File: src/rtl/fifo_ram_fwft.sv
// First-word-fall-through FIFO: block RAM with registered read plus a prefetch
// output register that is the last storage slot, so rd_data is valid whenever !rd_empty.
module fifo_ram_fwft #(
    parameter  int DATA_WIDTH    = 32,
    parameter  int DATA_DEPTH    = 128,
    parameter  int PROG_FULL_TH  = DATA_DEPTH - 2,
    parameter  int PROG_EMPTY_TH = 2,
    localparam int CW            = $clog2(DATA_DEPTH) + 1
) (
    input  logic                  clk,
    input  logic                  rst_n,
    input  logic                  wr_en,
    input  logic [DATA_WIDTH-1:0] wr_data,
    output logic                  wr_full,
    input  logic                  rd_en,
    output logic [DATA_WIDTH-1:0] rd_data,
    output logic                  rd_empty,
    output logic [CW-1:0]         rd_cnt,
    output logic                  prog_full,
    output logic                  prog_empty,
    output logic                  overflow,
    output logic                  underflow,
    input  logic                  err_clr
);

    localparam int RD = DATA_DEPTH - 1;
    localparam int PW = (RD > 1) ? $clog2(RD) : 1;

    logic [DATA_WIDTH-1:0] r_mem [0:RD-1];
    logic [PW-1:0]         r_wr_ptr, r_rd_ptr;
    logic [CW-1:0]         r_ram_cnt, r_cnt;
    logic [DATA_WIDTH-1:0] r_data;
    logic                  r_empty, r_ovf, r_unf;

    logic w_full, w_wr, w_rd, w_pf;

    assign w_full = (r_cnt == CW'(DATA_DEPTH));
    assign w_wr   = wr_en && !w_full;
    assign w_rd   = rd_en && !r_empty;
    // Refill the output register whenever it is empty or being drained this cycle.
    assign w_pf   = (r_ram_cnt != '0) && (r_empty || w_rd);

    always_ff @(posedge clk) begin
        if (rst_n && w_wr)
            r_mem[r_wr_ptr] <= wr_data;
    end

    always_ff @(posedge clk) begin
        if (!rst_n) begin
            r_wr_ptr  <= '0;
            r_rd_ptr  <= '0;
            r_ram_cnt <= '0;
            r_cnt     <= '0;
            r_data    <= '0;
            r_empty   <= 1'b1;
            r_ovf     <= 1'b0;
            r_unf     <= 1'b0;
        end else begin
            if (w_wr)
                r_wr_ptr <= (r_wr_ptr == PW'(DATA_DEPTH - 2)) ? '0 : r_wr_ptr + 1'b1;
            if (w_pf) begin
                r_rd_ptr <= (r_rd_ptr == PW'(DATA_DEPTH - 2)) ? '0 : r_rd_ptr + 1'b1;
                r_data   <= r_mem[r_rd_ptr];
                r_empty  <= 1'b0;
            end else if (w_rd) begin
                r_empty  <= 1'b1;
            end
            r_ram_cnt <= r_ram_cnt + CW'(w_wr) - CW'(w_pf);
            case ({w_wr, w_rd})
                2'b10:   r_cnt <= r_cnt + 1'b1;
                2'b01:   r_cnt <= r_cnt - 1'b1;
                default: r_cnt <= r_cnt;
            endcase
            // A fresh error in the clearing cycle keeps the flag set.
            r_ovf <= (r_ovf && !err_clr) || (wr_en && w_full);
            r_unf <= (r_unf && !err_clr) || (rd_en && r_empty);
        end
    end

    assign wr_full    = w_full;
    assign rd_data    = r_data;
    assign rd_empty   = r_empty;
    assign rd_cnt     = r_cnt;
    assign prog_full  = (r_cnt >= CW'(PROG_FULL_TH));
    assign prog_empty = (r_cnt <= CW'(PROG_EMPTY_TH));
    assign overflow   = r_ovf;
    assign underflow  = r_unf;

endmodule

File: config.mk
export PLATFORM = sky130hd
export DESIGN_NAME = fifo_ram_fwft
export DESIGN_NICKNAME = d
export VERILOG_FILES = /design/src/rtl/fifo_ram_fwft.sv
export SDC_FILE = /design/constraint.sdc
export NUM_CORES = 2
export LEC_CHECK = 0
export BUFFER_PORTS_ARGS = -buffer_cell sky130_fd_sc_hd__clkbuf_2
export CELL_PAD_IN_SITES_DETAIL_PLACEMENT = 1
export CELL_PAD_IN_SITES_GLOBAL_PLACEMENT = 1
export CORE_ASPECT_RATIO = 1.75
export CORE_MARGIN = 5
export CORE_UTILIZATION = 40
export CTS_CLUSTER_SIZE = 40
export DETAILED_ROUTE_END_ITERATION = 8
export MAX_ROUTING_LAYER = met4
export PLACE_DENSITY = 0.61
export SLEW_MARGIN = 20
export SYNTH_ARGS = -nofsm -noshare
export SYNTH_HDL_FRONTEND = slang
export SYNTH_SLANG_ARGS = --single-unit
File: constraint.sdc
create_clock -name clk -period 3.75 [get_ports clk]
set_input_delay 0.75 -clock clk [delete_from_list [all_inputs] [get_ports clk]]
set_output_delay 0.75 -clock clk [all_outputs]
set_load 0.03 [all_outputs]
# Yosys cells after proc, flatten, opt, wreduce, memory -nomap -nowiden
# Memories as Yosys holds them, arrays and structs flattened. A register that Yosys moved wholly into a read port is not among the register bits.
# Index checks and enable logic that the tools add are counted.
dict set report word_totals {
  reg_bits 33
  output_inout_bits 46
  rom_bits 0
  wordCells 46
  ramBits 4064
  mem_count 1
  in_bits 37
  latchBits 0
}
# memory words width read_ports rd_ports_with_merged_regs wr line
set mem_list {}
lappend mem_list {r_mem 127 32 1 1 1 29} ;# logic [DATA_WIDTH-1:0] r_mem [0:RD-1];
dict set report classes {
  reduce_logical 18
  mul 0
  muxes 7
  n_eq_ne 5
  order_cmp 2
  bitwise_logic 0
  div 0
  n_shift 0
  n_addsub 6
}
# op n
set ops {}
lappend ops {{$pmux 8 s2} 1}
lappend ops {{$add 7x1->7 const B} 2}
lappend ops {{$eq 7x7->1 const B} 2}
lappend ops {{$mux 7} 2}
lappend ops {{$add 8x1->8} 1}
lappend ops {{$add 8x1->8 const B} 1}
lappend ops {{$eq 8x8->1 const B} 1}
lappend ops {{$ge 8x7->1 const B} 1}
lappend ops {{$le 8x2->1 const B} 1}
lappend ops {{$logic_and 1x1->1} 8}
lappend ops {{$reduce_bool 8->1} 1}
lappend ops {{$sub 8x1->8} 1}
lappend ops {{$sub 8x1->8 const B} 1}
lappend ops {{$logic_not 1->1} 4}
lappend ops {{$mux 1} 4}
lappend ops {{$reduce_bool 2->1} 2}
lappend ops {{$logic_or 1x1->1} 3}
lappend ops {{$eq 2x1->1 const B} 1}
lappend ops {{$eq 2x2->1 const B} 1}

# Depth between registers and ports, before layout
dict set report depth {
  word_depth 6
  ltp_mapped 18
  depth_no_buf 16
}

# Worst setup path after synthesis
# No wires, ideal clock.
dict set report synth_path {
  path_type {register -> register}
  from {register r_cnt[3], in the netlist rd_cnt[3]}
  to {memory r_mem[51][0] (enable)}
  path_slack_ps -412
  period_less_slack_ps 4162
  arrival_ps 3741
  setup_ps 421
  path_buffers 3
  t_required_ps 3329
  path_stages_with_launch 11
  cell_sequence {dfxtp_1 clkbuf_1 nor3_1 and4_1 nor2b_1 buf_2 inv_1 nor3_1 nand3_1 clkbuf_1 nor2_1}
}
dict set report synth_between {
  elab_chain_cells 6
}
# item line
set synth_lines {}
lappend synth_lines {{from (decl)} 31} ;# logic [CW-1:0] r_ram_cnt, r_cnt;
lappend synth_lines {{from (signal assigned)} 70} ;# 2'b10: r_cnt <= r_cnt + 1'b1;
lappend synth_lines {{from (signal assigned)} 71} ;# 2'b01: r_cnt <= r_cnt - 1'b1;
lappend synth_lines {{from (signal assigned)} 72} ;# default: r_cnt <= r_cnt;
lappend synth_lines {{$eq 8x8->1} 37} ;# assign w_full = (r_cnt == CW'(DATA_DEPTH));
lappend synth_lines {{net wr_full} 14} ;# output logic wr_full,
lappend synth_lines {{$logic_not 1->1} 38} ;# assign w_wr = wr_en && !w_full;
lappend synth_lines {{$logic_and 1x1->1} 38}
lappend synth_lines {{$logic_and 1x1->1} 44} ;# if (rst_n && w_wr)
lappend synth_lines {{$mux 1} 44}
lappend synth_lines {{$mux 1 (not written as such)} 45} ;# r_mem[r_wr_ptr] <= wr_data;
lappend synth_lines {{to (decl)} 29}
# The timed path passes the listed nets, and every way through them passes these cells.

==> out/metrics.cfg <==
[outcome]
status=finished clean

[timing]
period_minus_slack_ns=3.750
maxSlewViolCount=0
finalSetupViolations=0
hold_viol=0
fmax_ghz=0.2667
tightest_slew_ns=1.232
slew_headroom=0.1784
hold_slack_ns=0.1111
finalCritPeriodShare=1.000
skew_ns=0.04954
rsz0062_at_grt=no

[setup_path]
worst-endpoint-required_ns=4.58
rrSetupSlack_ns=0.0002
crit_path_start_kind=register
r2r.worst_path.cells=8
crit_type=reg -> reg
worstPathArrival_ns=4.58
critPathMaxFanout=23
reg2reg_from=r_rd_ptr[2]$_SDFFE_PN0P_
end_kind=register
r2r_end=rd_data[19]$_SDFFE_PN0P_

[finish]
fin_cells=13710
stdcell_area_um2=184300
final_layout_size_suffix_gt1_frac=0.2765
finalNetCount=8229
syn2layout_area_growth_pct=16.00
final_util=0.4652

[global_route]
grt_pass1_wl_um=744600
overflow=0
gr-usage-all-layers=0.2698
grt_pass1_vias=86760
antenna_found_initial=45
grt_max_degree=120

[job]
drv_cap=0

[die]
die_h_um=843.8
num_rows=306
start_util=0.4010
die_area_um2=410500
core_area_um2=396300
die_w_um=486.5
io_pins=83

[synth]
yosys_warnings=0
syn_inst=7437
synth_edf_count=4064
yosys_most_used_dff=edfxtp_1
synthArstFlopShare=0
syn_nets=7492
yosys.area.top_type=edfxtp_1
yosysUniqueCellTypes=80
ys_ff_latch=4129
synth_top_area_share=0.7679
avgSynthCellArea_um2=21.37
synthTopCellsByArea=edfxtp_1, mux4_2, mux2i_1
synth_common_cells=edfxtp_1, mux4_2, mux2i_1
yosysMostFrequentCell=edfxtp_1
syn_area_um2=158900
ys_seq_area_frac=0.7761

[drt]
wire_per_inst_um=39.86
drt_iter0_markers=10710
routed_wl_um=546600
vias_per_cell=6.132
detail-route-antenna-nets=0
drc=0
vias=84080
dr.pass1.iters=6

[clock_network]
path_clk_slew_ns=0.07
clk_latency_ns=0.95
cts_buffers=361
cts_root_buf=clkbuf_16
cts_tree=yes
cts_max_level=5
ctsLongestPathBuffers=4
clock-sinks=4129

[power]
ir_drop_v=0.0004271
pwr-share-clk=0.328
p_per_area_nw_per_um2=632.4
power.switching_mw=33.02
switching_share=0.2832
p_seq_frac=0.443
p_comb_frac=0.229
leakage_nw=57.46
intPower_mw=83.57

[worst_hold_path]
hold_path_class=in -> reg
worstHoldPathCells=3
holdCritStartpoint=rd_en
min_to=underflow$_SDFF_PN0_

[placed_design]
port_buffers=82
gp_congestion=0.8815
dp_cells=13050
place_area_um2=172500
hpwl_um=341700

-- stage by stage --
step	worst slack [ns]	total power [mW]	setup TNS [ns]
floorplan	-0.2364	68.93	-300.00
global route	0.003454	120.1	0
global placement	-0.3577	79.11	-0.9470
CTS	0.04274	117.3	0
detailed placement	-0.3113	79.45	-0.9829
finish	0.0001665	116.6	0
-- kinds of logic (layout without fill, tap and decap cells) --
family,after synthesis,in the layout,share of synthesized area
AOI/OAI and AO/OA,844,844,0.03561
xor gates and xnor gates,21,21,0.001157
DFF,4129,4129,0.7761
and+or+nand+nor,654,654,0.01823
adders and majority gates,18,18,0.001464
muxes,1332,1332,0.1508
other,0,20,0
buffers and inverters,439,1458,0.01663
-- per-layer routing --
metal	track usage	wire, um
met5	-	0
met4	0.1345	33900
met3	0.03407	37240
met2	0.4573	281000
met1	0.3192	194400
-- power groups by stage --
stage                     Sequential [mW]  Clock, mW  Combinational, mW
after floorplan                      52.4          0               16.5
after global placement               52.7          0               26.5
after detailed placement             52.7          0               26.8
after CTS                            51.7       38.7               26.9
after global routing                 51.6       40.7               27.7
final                                51.7       38.2               26.7
-- sequential cells by signal, indices dropped and copies added (netlist names) --
signal     flops
rd_cnt         8
r_mem       4064
r_ram_cnt      8
r_wr_ptr       7
overflow       1
underflow      1
r_rd_ptr       7
rd_empty       1
rd_data       32
-- how the worst max path moves through the flow --
stage                                   from  cells after the start                       end  slack (ns)
CTS                 r_rd_ptr[0]$_SDFFE_PN0P_                     10  rd_data[14]$_SDFFE_PN0P_        0.04
global placement    r_rd_ptr[0]$_SDFFE_PN0P_                      9  rd_data[20]$_SDFFE_PN0P_       -0.36
global route          rd_cnt[3]$_SDFFE_PN0P_                     14    rd_cnt[6]$_SDFFE_PN0P_       0.003
detailed placement  r_rd_ptr[0]$_SDFFE_PN0P_                      9   rd_data[0]$_SDFFE_PN0P_       -0.31
finish              r_rd_ptr[2]$_SDFFE_PN0P_                      8  rd_data[19]$_SDFFE_PN0P_      0.0002
floorplan             rd_cnt[3]$_SDFFE_PN0P_                     10    r_mem[51][0]$_DFFE_PP_       -0.24
-- what timing repair did --
action	in CTS	in global routing
hold buffers	1	0
pin swaps	0	0
gates cloned	0	0
hold endpoints to repair	1	0
setup endpoints to repair	7	2
setup buffers	0	0
resized for setup	9	1
-- final cells by class --
cell class | count | area [um^2]
Multi-Input combinational cell | 2869 | 34060
Clock buffer | 448 | 9580
Tap cell | 5236 | 6551
Timing Repair Buffer | 791 | 8546
Sequential cell | 4129 | 123400
Fill cell | 35910 | 211900
Clock inverter | 197 | 2108
Inverter | 22 | 90.09
Antenna cell | 20 | 50.05
-- cell usage in the layout (no fill, tap or decap), drive strengths merged, types with 65 or more instances in the layout --
cell type and count:
edfxtp 4064, mux4 845, buf 740, clkbuf 498
mux2i 455, nor2 235, nand2 214, a21oi 200
o21ai 141, clkinv 135, a22oi 123, o22ai 80
a221oi 70, dfxtp 65
-- worst max-delay path, stage by stage, from the launching register on --
cell and delay, ns:
dfxtp_4 0.74, and2_2 0.54, buf_4 0.47, a21oi_1 0.12, a31oi_1 0.41, o21ai_0 0.43
a211o_1 0.58, o41ai_1 0.14, o21ai_0 0.12
Power figures use the tool's default switching activity.
